<file path="src/rtl/mux_key_table.sv">
`default_nettype none
// ============================================================================
// mux_key_table : writable {key, data, valid} table, one registered lookup per
//                 cycle via valid/ready, with saturating hit/miss counters.
// Revision      : 1.0
// ============================================================================
module mux_key_table #(
  parameter int NR_KEY   = 4,
  parameter int KEY_LEN  = 4,
  parameter int DATA_LEN = 8,
  parameter int CNT_LEN  = 16,
  localparam int IDX_LEN = (NR_KEY > 1) ? $clog2(NR_KEY) : 1
) (
  input  logic                clk,
  input  logic                rst_n,
  input  logic                clr,
  input  logic                wr_en,
  input  logic [IDX_LEN-1:0]  wr_idx,
  input  logic [KEY_LEN-1:0]  wr_key,
  input  logic [DATA_LEN-1:0] wr_data,
  input  logic                wr_vld,
  input  logic                req_valid,
  output logic                req_ready,
  input  logic [KEY_LEN-1:0]  req_sel,
  input  logic [DATA_LEN-1:0] default_out,
  output logic                rsp_valid,
  input  logic                rsp_ready,
  output logic [DATA_LEN-1:0] rsp_data,
  output logic                rsp_hit,
  output logic [IDX_LEN-1:0]  rsp_idx,
  output logic [CNT_LEN-1:0]  hit_cnt,
  output logic [CNT_LEN-1:0]  miss_cnt
);

  localparam logic [CNT_LEN-1:0] c_CNT_MAX = {CNT_LEN{1'b1}};

  logic [KEY_LEN-1:0]  r_key  [NR_KEY];
  logic [DATA_LEN-1:0] r_data [NR_KEY];
  logic [NR_KEY-1:0]   r_vld;

  logic                r_rsp_valid;
  logic [DATA_LEN-1:0] r_rsp_data;
  logic                r_rsp_hit;
  logic [IDX_LEN-1:0]  r_rsp_idx;
  logic [CNT_LEN-1:0]  r_hit_cnt;
  logic [CNT_LEN-1:0]  r_miss_cnt;

  logic                w_accept;
  logic                w_hit;
  logic [IDX_LEN-1:0]  w_idx;
  logic [DATA_LEN-1:0] w_data;
  logic                w_wr_ok;
  logic [NR_KEY-1:0]   w_wr_sel;

  // clr drops a same-edge write; out-of-range indices simply match no entry
  assign w_wr_ok = wr_en && !clr;

  for (genvar gi = 0; gi < NR_KEY; gi++) begin : g_wsel
    assign w_wr_sel[gi] = w_wr_ok && (wr_idx == IDX_LEN'(gi));
  end

  always_ff @(posedge clk) begin
    for (int i = 0; i < NR_KEY; i++) begin
      if (w_wr_sel[i]) begin
        r_key[i]  <= wr_key;
        r_data[i] <= wr_data;
      end
    end
  end

  always_ff @(posedge clk or negedge rst_n) begin
    if (!rst_n) begin
      r_vld <= '0;
    end else if (clr) begin
      r_vld <= '0;
    end else begin
      for (int i = 0; i < NR_KEY; i++) begin
        if (w_wr_sel[i]) r_vld[i] <= wr_vld;
      end
    end
  end

  // Descending scan so the lowest matching index is the last to assign
  always_comb begin
    w_hit  = 1'b0;
    w_idx  = '0;
    w_data = default_out;
    for (int i = NR_KEY - 1; i >= 0; i--) begin
      if (r_vld[i] && (r_key[i] == req_sel)) begin
        w_hit  = 1'b1;
        w_idx  = IDX_LEN'(i);
        w_data = r_data[i];
      end
    end
  end

  assign req_ready = !r_rsp_valid || rsp_ready;
  assign w_accept  = req_valid && req_ready;

  always_ff @(posedge clk or negedge rst_n) begin
    if (!rst_n) begin
      r_rsp_valid <= 1'b0;
      r_rsp_data  <= '0;
      r_rsp_hit   <= 1'b0;
      r_rsp_idx   <= '0;
      r_hit_cnt   <= '0;
      r_miss_cnt  <= '0;
    end else begin
      if (w_accept) begin
        r_rsp_valid <= 1'b1;
        r_rsp_data  <= w_data;
        r_rsp_hit   <= w_hit;
        r_rsp_idx   <= w_idx;
        if (w_hit && (r_hit_cnt != c_CNT_MAX)) r_hit_cnt <= r_hit_cnt + CNT_LEN'(1);
        if (!w_hit && (r_miss_cnt != c_CNT_MAX)) r_miss_cnt <= r_miss_cnt + CNT_LEN'(1);
      end else if (rsp_ready) begin
        r_rsp_valid <= 1'b0;
      end
    end
  end

  assign rsp_valid = r_rsp_valid;
  assign rsp_data  = r_rsp_data;
  assign rsp_hit   = r_rsp_hit;
  assign rsp_idx   = r_rsp_idx;
  assign hit_cnt   = r_hit_cnt;
  assign miss_cnt  = r_miss_cnt;

endmodule
`default_nettype wire

</file>
<file path="config.mk">
export PLATFORM = sky130hd
export DESIGN_NAME = mux_key_table
export DESIGN_NICKNAME = d
export VERILOG_FILES = /design/src/rtl/mux_key_table.sv
export SDC_FILE = /design/constraint.sdc
export NUM_CORES = 1
export LEC_CHECK = 0
export ABC_AREA = 0
export BUFFER_PORTS_ARGS = -buffer_cell sky130_fd_sc_hd__buf_2
export CORE_MARGIN = 10
export CORE_UTILIZATION = 55
export DETAILED_ROUTE_END_ITERATION = 8
export GPL_TIMING_DRIVEN = 0
export PLACE_DENSITY_LB_ADDON = 0.1
export SLEW_MARGIN = 20
export SYNTH_ARGS = -nofsm -noshare
export SYNTH_HDL_FRONTEND = slang
export SYNTH_SLANG_ARGS = --single-unit
</file>
<file path="constraint.sdc">
create_clock -name clk -period 2.5 [get_ports clk]
set_clock_uncertainty 0.15 [all_clocks]
set_input_delay 0.5 -clock clk [delete_from_list [all_inputs] [get_ports clk]]
set_output_delay 0.5 -clock clk [all_outputs]
set_load 0.01 [all_outputs]
</file>
==> flow_summary_export.csv, run 1 <==
group,metric,value,unit
critical_path,startpoint_type,"flop",
critical_path,ff2ff_path_depth,6,
synth,synthCells,325,
grt,grt.overflow.total,0,
route,drt_pass1_iterations,4,
critical_path,critPathBufInv,1,
pwr,p_clk_frac,0.316,
synth,ys_seq_area_frac,0.607,
critical_path,r2r-end,"miss_cnt[15]$_DFFE_PN0P_",
timing,whs,-0.0246,ns
route,viasPerCell,5.52,
timing,setup_viol,0,
cts,post_cts_resized,0,
critical_path,cp_top_family,"simple AND/OR/NAND/NOR gates",
timing,min_period,2.24,ns
critical_path,cp_max_fo,9,
layout,drive_gt1_frac,0.296,
die,io-pin-count,78,
cts,cts_root_buf,"clkbuf_8",
pwr,power_density,651,mW/mm^2
critical_path,worstPathArrival,2.35,ns
cts,tritoncts,"done",
critical_path,timing.critical_path.to,"miss_cnt[15]$_DFFE_PN0P_",
timing,fmax,0.447,GHz
grt,antenna_found_initial,0,
route,drc,0,
place,gp_congestion,0.761,
pwr,p_comb_frac,0.125,
synth,synth-main-ff-cell,"edfxtp_1",
synth,async_reset_ff_frac,0.500,
cts,cts_setup_buffers,0,
place,dp_slack,-0.0120,ns
critical_path,cp-end-kind,"flop",
synth,syn-cell-area,0.00435,mm^2
die,fp.dieArea,0.0119,mm^2
die,core_area,0.00773,mm^2
pwr,p_int,2.37,mW
layout,final_area,0.00510,mm^2
place,placed_cell_area,0.00488,mm^2
pwr,swShare,0.287,
pwr,p_leak,2.29,nW
timing,slew_viol_final,0,
synth,synth_cell_types,47,
route,drt_iter0_drc,105,
grt,grt_pass1_wl,14.8,mm
cts,cts.sinks,96,
critical_path,ff2ff_setup_slack,0.26,ns
worst_hold_path,min_path_type,"in2async",
route,wl_per_cell,17.6,um
cts,ctsHoldBuffers,0,
timing,rsz0062_at_grt,"false",
grt,grt_pass1_vias,2968,
timing,fin_ws,0.262,ns
synth,ys_ff_latch,96,
timing,worstMarginPinSlew,0.762,ns
route,wirelength,9.18,mm
layout,final-instance-count-excl-fill,521,
critical_path,worstSetupStartpoint,"rsp_valid$_DFFE_PN0P_",
place,place_inst,505,
route,vias,2876,
synth,synth-edff-count,48,
run_status,violations,"negative hold slack",
pwr,power_switching,0.953,mW
cts,clock_path_buffers,2,
critical_path,r2r_start,"rsp_valid$_DFFE_PN0P_",
pwr,p_seq_frac,0.560,
synth,syn_area_per_cell,13.4,um^2
critical_path,path_depth,6,
synth,yosysWarnings,0,
cts,clk_pin_slew_worst_paths,0.11,ns
run_status,status,"finished with violations",
critical_path,critical_path_class,"reg2reg",
layout,fillers,596,
timing,period_share,0.895,
critical_path,crit_path_max_incr_delay,0.40,ns
timing,relSlewSlack,0.492,
critical_path,worst_path_max_delay_cell,"dfrtp_1",
synth,synth_nets,360,
pwr,vdd_ir_drop_max,388,uV
cts,cts.htree.levels,3,
die,start_util,0.563,
layout,area_growth,17.1,%
cts,cts_inserted_buffers,9,
place,dp_hpwl,6.65,mm
layout,n_antenna_cell,0,
grt,grt_usage,0.159,
critical_path,crit_required,2.61,ns
pwr,fin_total_pwr,3.32,mW
die,die_height,109,um
die,std_cell_rows,32,
job,drv_cap,0,
grt,grt_max_degree,49,
layout,nets,449,
critical_path,path_cells,"nand2b_1 -> nand2_1 -> a41o_1 -> clkbuf_1 -> nor4_1 -> mux2_1",
place,port_buffers,77,
route,antenna_left,0,
die,chipWidth,109,um
cts,insertion_delay,0.37,ns
timing,hold_violations,28,
==> stage by stage <==
stage               TNS [ns]  utilization
finish                     0        0.660
global route               0        0.660
CTS                        0        0.660
detailed placement   -0.0338        0.632
global placement       -9.11        0.630
floorplan                  0            -
==> power by group through the flow <==
| stage | registers, mW | clock network, mW | logic [mW] |
|---|---|---|---|
| after CTS | 1.86 | 1.07 | 0.426 |
| after floorplan | 1.91 | 0 | 0.194 |
| after global placement | 1.89 | 0 | 0.412 |
| after detailed placement | 1.89 | 0 | 0.424 |
| final | 1.86 | 1.05 | 0.413 |
| after global routing | 1.88 | 1.14 | 0.456 |
==> layout make-up <==
type / instances / area, um^2 / area share
flip-flops and latches: 96 / 2640 / 0.518
repair buffers: 78 / 395 / 0.0775
clock inverters: 7 / 91.3 / 0.0179
well taps: 102 / 128 / 0.0250
multi-input cells: 218 / 1640 / 0.322
inverters: 2 / 7.51 / 0.00147
clock buffers: 9 / 124 / 0.0243
plain buffers: 9 / 66.3 / 0.0130
==> cells in the final DEF, fill, tap and decap left out, types with 5 or more instances in the layout <==
| cell type | netlist | layout |
|---|---|---|
| buf_2 | 1 | 77 |
| clkbuf_8 | 0 | 9 |
| xnor2_1 | 23 | 23 |
| nor4_1 | 6 | 6 |
| mux2i_1 | 19 | 19 |
| nand2_1 | 15 | 15 |
| dfrtp_1 | 48 | 48 |
| nor3_1 | 5 | 5 |
| o211ai_1 | 8 | 8 |
| nor2_1 | 24 | 23 |
| nand3_1 | 17 | 17 |
| a211o_1 | 8 | 8 |
| nand3_2 | 7 | 7 |
| xor2_1 | 16 | 16 |
| and3_1 | 16 | 16 |
| nand4_1 | 11 | 11 |
| edfxtp_1 | 48 | 48 |
==> cell usage after synthesis (all sizes together) (8+ instances only) <==
master  number  area share
nand3       25       0.040
nor2        24       0.021
dfrtp       48        0.28
a211o        8       0.016
edfxtp      48        0.33
and3        17       0.025
nand4       15       0.035
o211ai       8       0.014
xor2        16       0.032
nand2       16       0.014
mux2i       19       0.044
xnor2       26       0.057
==> registers in the layout (all words and copies together), names as in the netlist <==
| signal | cells |
|---|---|
| miss_cnt | 16 |
| hit_cnt | 16 |
| rsp_valid | 1 |
| rsp_hit | 1 |
| r_key | 16 |
| r_data | 32 |
| r_vld | 4 |
| rsp_data | 8 |
| rsp_idx | 2 |
==> worst min path at each step <==
stage                                       start                       to  depth (start not counted)
after floorplan                             rst_n   hit_cnt[0]$_DFFE_PN0P_                          0
after global placement     hit_cnt[6]$_DFFE_PN0P_   hit_cnt[6]$_DFFE_PN0P_                          1
after detailed placement  miss_cnt[8]$_DFFE_PN0P_  miss_cnt[8]$_DFFE_PN0P_                          1
after CTS                                   rst_n  miss_cnt[5]$_DFFE_PN0P_                          1
after global routing                        rst_n   hit_cnt[5]$_DFFE_PN0P_                          1
final                                       rst_n   hit_cnt[4]$_DFFE_PN0P_                          1
==> kinds of logic after synthesis <==
kind of cell / synth area share
buffers and inverters: 0.0170
and+or+nand+nor: 0.176
adders and majority gates: 0.00575
DFF: 0.607
muxes: 0.0532
xor gates and xnor gates: 0.0897
AOI/OAI and AO/OA: 0.0509
==> routing by layer <==
metal,track usage,vias to the layer above,routed length (um)
li1,-,1386,-
met1,0.201,1407,3950
met2,0.262,73,4530
met3,0.0395,10,594
met4,0.0527,0,111
met5,0,-,0
(Power assumes the default switching activity.)
==> inputs of run 2 (changes only) <==
Settings changed: BUFFER_PORTS_ARGS -buffer_cell sky130_fd_sc_hd__buf_2 to -buffer_cell sky130_fd_sc_hd__clkbuf_2.
==> run 2 against run 1 <==
  * The flow now finishes without violations
  * Critical path depth up 1
  * Largest power group unchanged
  * Final cell count unchanged
  * Via count up 0.38%
  * Power up 1.4%
  * Highest routed layer unchanged
  * Global-route usage up 0.27 points
==> flow_summary_export.csv, run 2 (synthesized netlist as in run 1, its figures left out) <==
group,metric,value,unit
die,chipWidth,109,um
cts,cts_inserted_buffers,9,
route,drt_iter0_drc,87,
layout,finish.utilization,0.661,
timing,whs,0.0272,ns
pwr,power_switching,0.916,mW
timing,min_period,2.24,ns
critical_path,worstPathArrival,2.38,ns
pwr,p_int,2.45,mW
layout,area_growth,17.3,%
pwr,swShare,0.272,
cts,insertion_delay,0.37,ns
route,wl_per_cell,17.8,um
pwr,p_seq_frac,0.553,
run_status,status,"finished, final reports clean",
place,placed_cell_area,0.00488,mm^2
route,viasPerCell,5.54,
grt,grt_pass1_vias,3062,
grt,grt_max_degree,49,
timing,setup_viol,0,
pwr,power_density,659,mW/mm^2
timing,fmax,0.447,GHz
layout,multiInputGateArea,0.00164,mm^2
route,antenna_left,0,
critical_path,cp-end-kind,"flop",
cts,post_cts_resized,0,
timing,slew_viol_final,0,
pwr,p_leak,2.29,nW
layout,top_register,"r_data",
route,wirelength,9.26,mm
layout,seqCellArea,0.00264,mm^2
grt,grt_pass1_wl,15.0,mm
layout,nets,449,
critical_path,cp_max_fo,10,
die,std_cell_rows,32,
cts,cts.htree.levels,3,
timing,rsz0062_at_grt,"false",
pwr,fin_total_pwr,3.37,mW
route,drc,0,
layout,drive_gt1_frac,0.296,
layout,largest_reg_flops,32,
die,fp.dieArea,0.0119,mm^2
pwr,p_comb_frac,0.122,
cts,ctsHoldBuffers,0,
timing,hold_violations,0,
grt,grt.overflow.total,0,
grt,grt_usage,0.162,
worst_hold_path,min_path_type,"in2async",
layout,fillers,582,
cts,cts_setup_buffers,0,
timing,worstMarginPinSlew,0.754,ns
layout,final_area,0.00510,mm^2
critical_path,startpoint_type,"flop",
place,port_buffers,77,
cts,cts_root_buf,"clkbuf_8",
cts,clock_path_buffers,2,
layout,layout_common_cells,"76 x clkbuf_2, 48 x dfrtp_1, 48 x edfxtp_1, 23 x xnor2_1, 23 x nor2_1",
cts,clk_pin_slew_worst_paths,0.10,ns
job,drv_cap,0,
route,vias,2887,
place,gp_congestion,0.757,
die,io-pin-count,78,
die,start_util,0.563,
layout,mostFrequentLayoutCell,"clkbuf_2",
place,dp_hpwl,6.75,mm
pwr,p_clk_frac,0.325,
route,drt_pass1_iterations,4,
layout,n_antenna_cell,0,
die,core_area,0.00773,mm^2
die,die_height,109,um
grt,antenna_found_initial,0,
cts,tritoncts,"done",
critical_path,critical_path_class,"reg2reg",
timing,period_share,0.895,
critical_path,crit_required,2.64,ns
timing,fin_setup_tns,0,ns
critical_path,ff2ff_path_depth,7,
cts,cts.sinks,96,
pwr,vdd_ir_drop_max,415,uV
timing,relSlewSlack,0.497,
run 2: cell types whose count changed in the layout (fill, tap and decap cells not counted), sizes merged:
| cell | previous run | this run |
|---|---|---|
| inv | 6 | 5 |
| clkbuf | 13 | 90 |
| buf | 83 | 6 |
| bufinv | 0 | 1 |
run 2: layout make-up:
class,count,area share
clock buffer,9,0.0243
timing repair buffer,78,0.0775
buffer,9,0.0130
clock inverter,7,0.0191
tap,102,0.0250
multi-input combinational,218,0.322
inverter,2,0.00147
sequential,96,0.518
run 2: stage by stage:
stage,setup WS (ns),cells
2_1_floorplan,0.145,325
3_3_place_gp,-0.741,504
3_5_place_dp,0.00355,505
4_1_cts,0.261,521
5_1_grt,0.0549,521
6_report,0.263,521
run 2: final timing paths:
check	start	to	slack, ns
worst max-delay path	rsp_valid$_DFFE_PN0P_	rsp_data[6]$_DFFE_PN0P_	0.26
worst min-delay path	rst_n	hit_cnt[4]$_DFFE_PN0P_	0.03
worst max register to register	rsp_valid$_DFFE_PN0P_	rsp_data[6]$_DFFE_PN0P_	0.26
worst min register to register	miss_cnt[8]$_DFFE_PN0P_	miss_cnt[8]$_DFFE_PN0P_	0.34
max in group asynchronous	rst_n	r_vld[1]$_DFFE_PN0P_	1.71
min in group clk	wr_key[1]	r_key[1][1]$_DFFE_PP_	0.19
run 2: critical path: stages, from the launching register on:
cell      delay, ns
dfrtp_1        0.39
nand2b_1       0.13
nand2_1        0.24
a41oi_1        0.29
buf_2          0.30
buf_1          0.42
nand3_1        0.13
o211ai_1       0.10
run 2: routing by layer:
| layer | vias to the layer above | track usage | part of all wire |
|---|---|---|---|
| li1 | 1382 | - | - |
| met5 | - | 0 | 0 |
| met3 | 15 | 0.0431 | 0.064 |
| met1 | 1404 | 0.198 | 0.43 |
| met4 | 0 | 0.0669 | 0.021 |
| met2 | 86 | 0.266 | 0.49 |
run 2: power groups by stage:
stage	clock (mW)	combinational (mW)	sequential, mW
6_report	1.09	0.412	1.86
3_3_place_gp	0	0.410	1.89
3_5_place_dp	0	0.423	1.90
4_1_cts	1.12	0.424	1.86
5_1_grt	1.17	0.461	1.88
2_1_floorplan	0	0.194	1.91
==> inputs of run 3 (changes only) <==
Settings changed: ABC_AREA 0 to 1, GPL_TIMING_DRIVEN 0 to unset.
==> run 3 against run 2 <==
  * Largest cell class unchanged
  * Synthesized area up 12%
  * Synthesized cell count up 71%
  * Largest power group unchanged
  * Sequential power about the same
  * Setup slack better by 0.040 ns
  * Critical endpoint is now miss_cnt[13]$_DFFE_PN0P_
==> flow_summary_export.csv, run 3 <==
group,metric,value,unit
route,drc,0,
synth,synthCells,557,
layout,largest_reg_flops,32,
grt,antenna_found_initial,0,
timing,worstMarginPinSlew,0.814,ns
synth,synth-main-ff-cell,"edfxtp_1",
place,port_buffers,77,
timing,fin_setup_tns,0,ns
grt,grt_pass1_vias,3957,
timing,hold_violations,0,
timing,setup_viol,0,
critical_path,startpoint_type,"flop",
timing,fmax,0.455,GHz
die,fp.dieArea,0.0130,mm^2
layout,n_antenna_cell,0,
synth,ys_seq_area_frac,0.542,
cts,clk_pin_slew_worst_paths,0.11,ns
layout,mostFrequentLayoutCell,"nand2_1",
cts,cts.htree.levels,3,
route,wirelength,11.0,mm
synth,synth_commonest_cells,"157 x nand2_1, 65 x nor2_1, 54 x nand3_1",
timing,period_share,0.879,
synth,synth_top_area_cell,"edfxtp_1",
worst_hold_path,min_path_type,"in2async",
synth,async_reset_ff_frac,0.500,
synth,ys_top_cells_by_area,"edfxtp_1 30%, dfrtp_1 25%, nand2_1 12%",
layout,drive_gt1_frac,0.206,
die,io-pin-count,78,
critical_path,critical_path_class,"reg2reg",
layout,layout_common_cells,"157 x nand2_1, 77 x clkbuf_2, 65 x nor2_1, 54 x nand3_1, 51 x inv_1",
pwr,power_density,598,mW/mm^2
pwr,p_leak,2.67,nW
cts,insertion_delay,0.36,ns
place,gp_congestion,0.898,
cts,cts.sinks,96,
route,drt_iter0_drc,176,
pwr,vdd_ir_drop_max,307,uV
synth,syn-cell-area,0.00488,mm^2
grt,grt_usage,0.176,
cts,ctsHoldBuffers,0,
critical_path,critPathBufInv,1,
route,viasPerCell,5.23,
job,drv_cap,0,
route,wl_per_cell,14.6,um
critical_path,cp_top_family,"simple AND/OR/NAND/NOR gates",
synth,synth_cell_types,32,
die,std_cell_rows,34,
layout,area_growth,15.4,%
grt,grt_pass1_wl,18.9,mm
grt,grt_max_degree,31,
layout,final-instance-count-excl-fill,755,
layout,top_register,"r_data",
critical_path,cp-end-kind,"flop",
timing,rsz0062_at_grt,"false",
run_status,status,"finished, final reports clean",
critical_path,r2r_start,"miss_cnt[0]$_DFFE_PN0P_",
route,vias,3949,
timing,relSlewSlack,0.457,
cts,tritoncts,"done",
critical_path,cp_max_fo,17,
route,antenna_left,0,
synth,synth_nets,592,
place,dp_hpwl,8.01,mm
critical_path,path_common_cell,"nand2_1",
cts,cts_root_buf,"clkbuf_8",
die,start_util,0.562,
route,drt_pass1_iterations,4,
synth,syn_area_per_cell,8.76,um^2
layout,nets,677,
place,place_inst,739,
critical_path,crit_required,2.65,ns
critical_path,worst_path_max_delay_cell,"dfrtp_1",
die,chipWidth,114,um
die,die_height,114,um
grt,grt.overflow.total,0,
die,core_area,0.00868,mm^2
synth,synth-edff-count,48,
synth,yosysWarnings,0,
synth,ys_ff_latch,96,
critical_path,worstPathArrival,2.35,ns
synth,synth_top_area_frac,0.295,
cts,clock_path_buffers,2,
critical_path,path_cells,"ha_1 -> nand3_2 -> nor2_4 -> inv_2 -> nor2_2 -> nand4_4 -> nand3_4 -> nand2_1 -> nand2_1",
synth,synth.most_common_cell,"nand2_1",
critical_path,crit_path_max_incr_delay,0.47,ns
timing,slew_viol_final,0,
critical_path,worstSetupStartpoint,"miss_cnt[0]$_DFFE_PN0P_",
timing,min_period,2.20,ns
cts,cts_inserted_buffers,9,
## run 3: final timing paths
kind / to / slack (ns) / cells past startpoint
worst max-delay path: miss_cnt[13]$_DFFE_PN0P_ / 0.30 / 9
worst min-delay path: hit_cnt[11]$_DFFE_PN0P_ / 0.06 / 1
worst max register to register: miss_cnt[13]$_DFFE_PN0P_ / 0.30 / 9
worst min register to register: rsp_data[7]$_DFFE_PN0P_ / 0.35 / 2
max in group asynchronous: miss_cnt[1]$_DFFE_PN0P_ / 1.46 / 2
min in group clk: r_data[3][7]$_DFFE_PP_ / 0.20 / 1
## run 3: cells by family after synthesis
family	count (synthesis)	share of synthesized area
XOR/XNOR	27	0.0500
flip-flops	96	0.542
adder cells (fa/ha/maj)	2	0.00513
AO/OA/AOI/OAI	27	0.0300
buffers and inverters	72	0.0615
AND/OR/NAND/NOR	333	0.312
## run 3: area by class of cell
type | count | area, um^2
Clock buffer | 9 | 124
Clock inverter | 7 | 86.3
Fill cell | 748 | 3050
Inverter | 58 | 218
Multi-Input combinational cell | 389 | 1960
Sequential cell | 96 | 2640
Tap cell | 108 | 135
Timing Repair Buffer | 88 | 468
## run 3: repair_timing
item	in CTS	in global routing
buffers inserted	0	0
setup endpoints to repair	0	6
resized for setup	0	1
## run 3: metrics by stage
step | util | hold WS (ns) | total power, mW | worst slack [ns] | area, um^2
after detailed placement | 0.625 | 0.327 | 2.34 | 0.202 | 5420
after CTS | 0.649 | 0.0763 | 3.40 | 0.219 | 5630
final | 0.649 | 0.0618 | 3.37 | 0.303 | 5630
after global placement | 0.625 | 0.324 | 2.32 | 0.252 | 5420
after floorplan | - | 0.0544 | 2.14 | 0.264 | 4880
after global routing | 0.649 | 0.117 | 3.52 | 0.117 | 5630
## run 3: power by group
part	leakage, nW	switching (mW)	internal (mW)
Clock	0.104	0.582	0.485
Sequential	1.08	0.0981	1.76
Combinational	1.49	0.273	0.170
## run 3: per-layer routing
metal,GRT usage,up-vias,share of wire
li1,-,1988,-
met1,0.216,1832,0.44
met2,0.298,119,0.48
met3,0.0472,10,0.074
met4,0.0510,0,0.011
met5,0,-,0
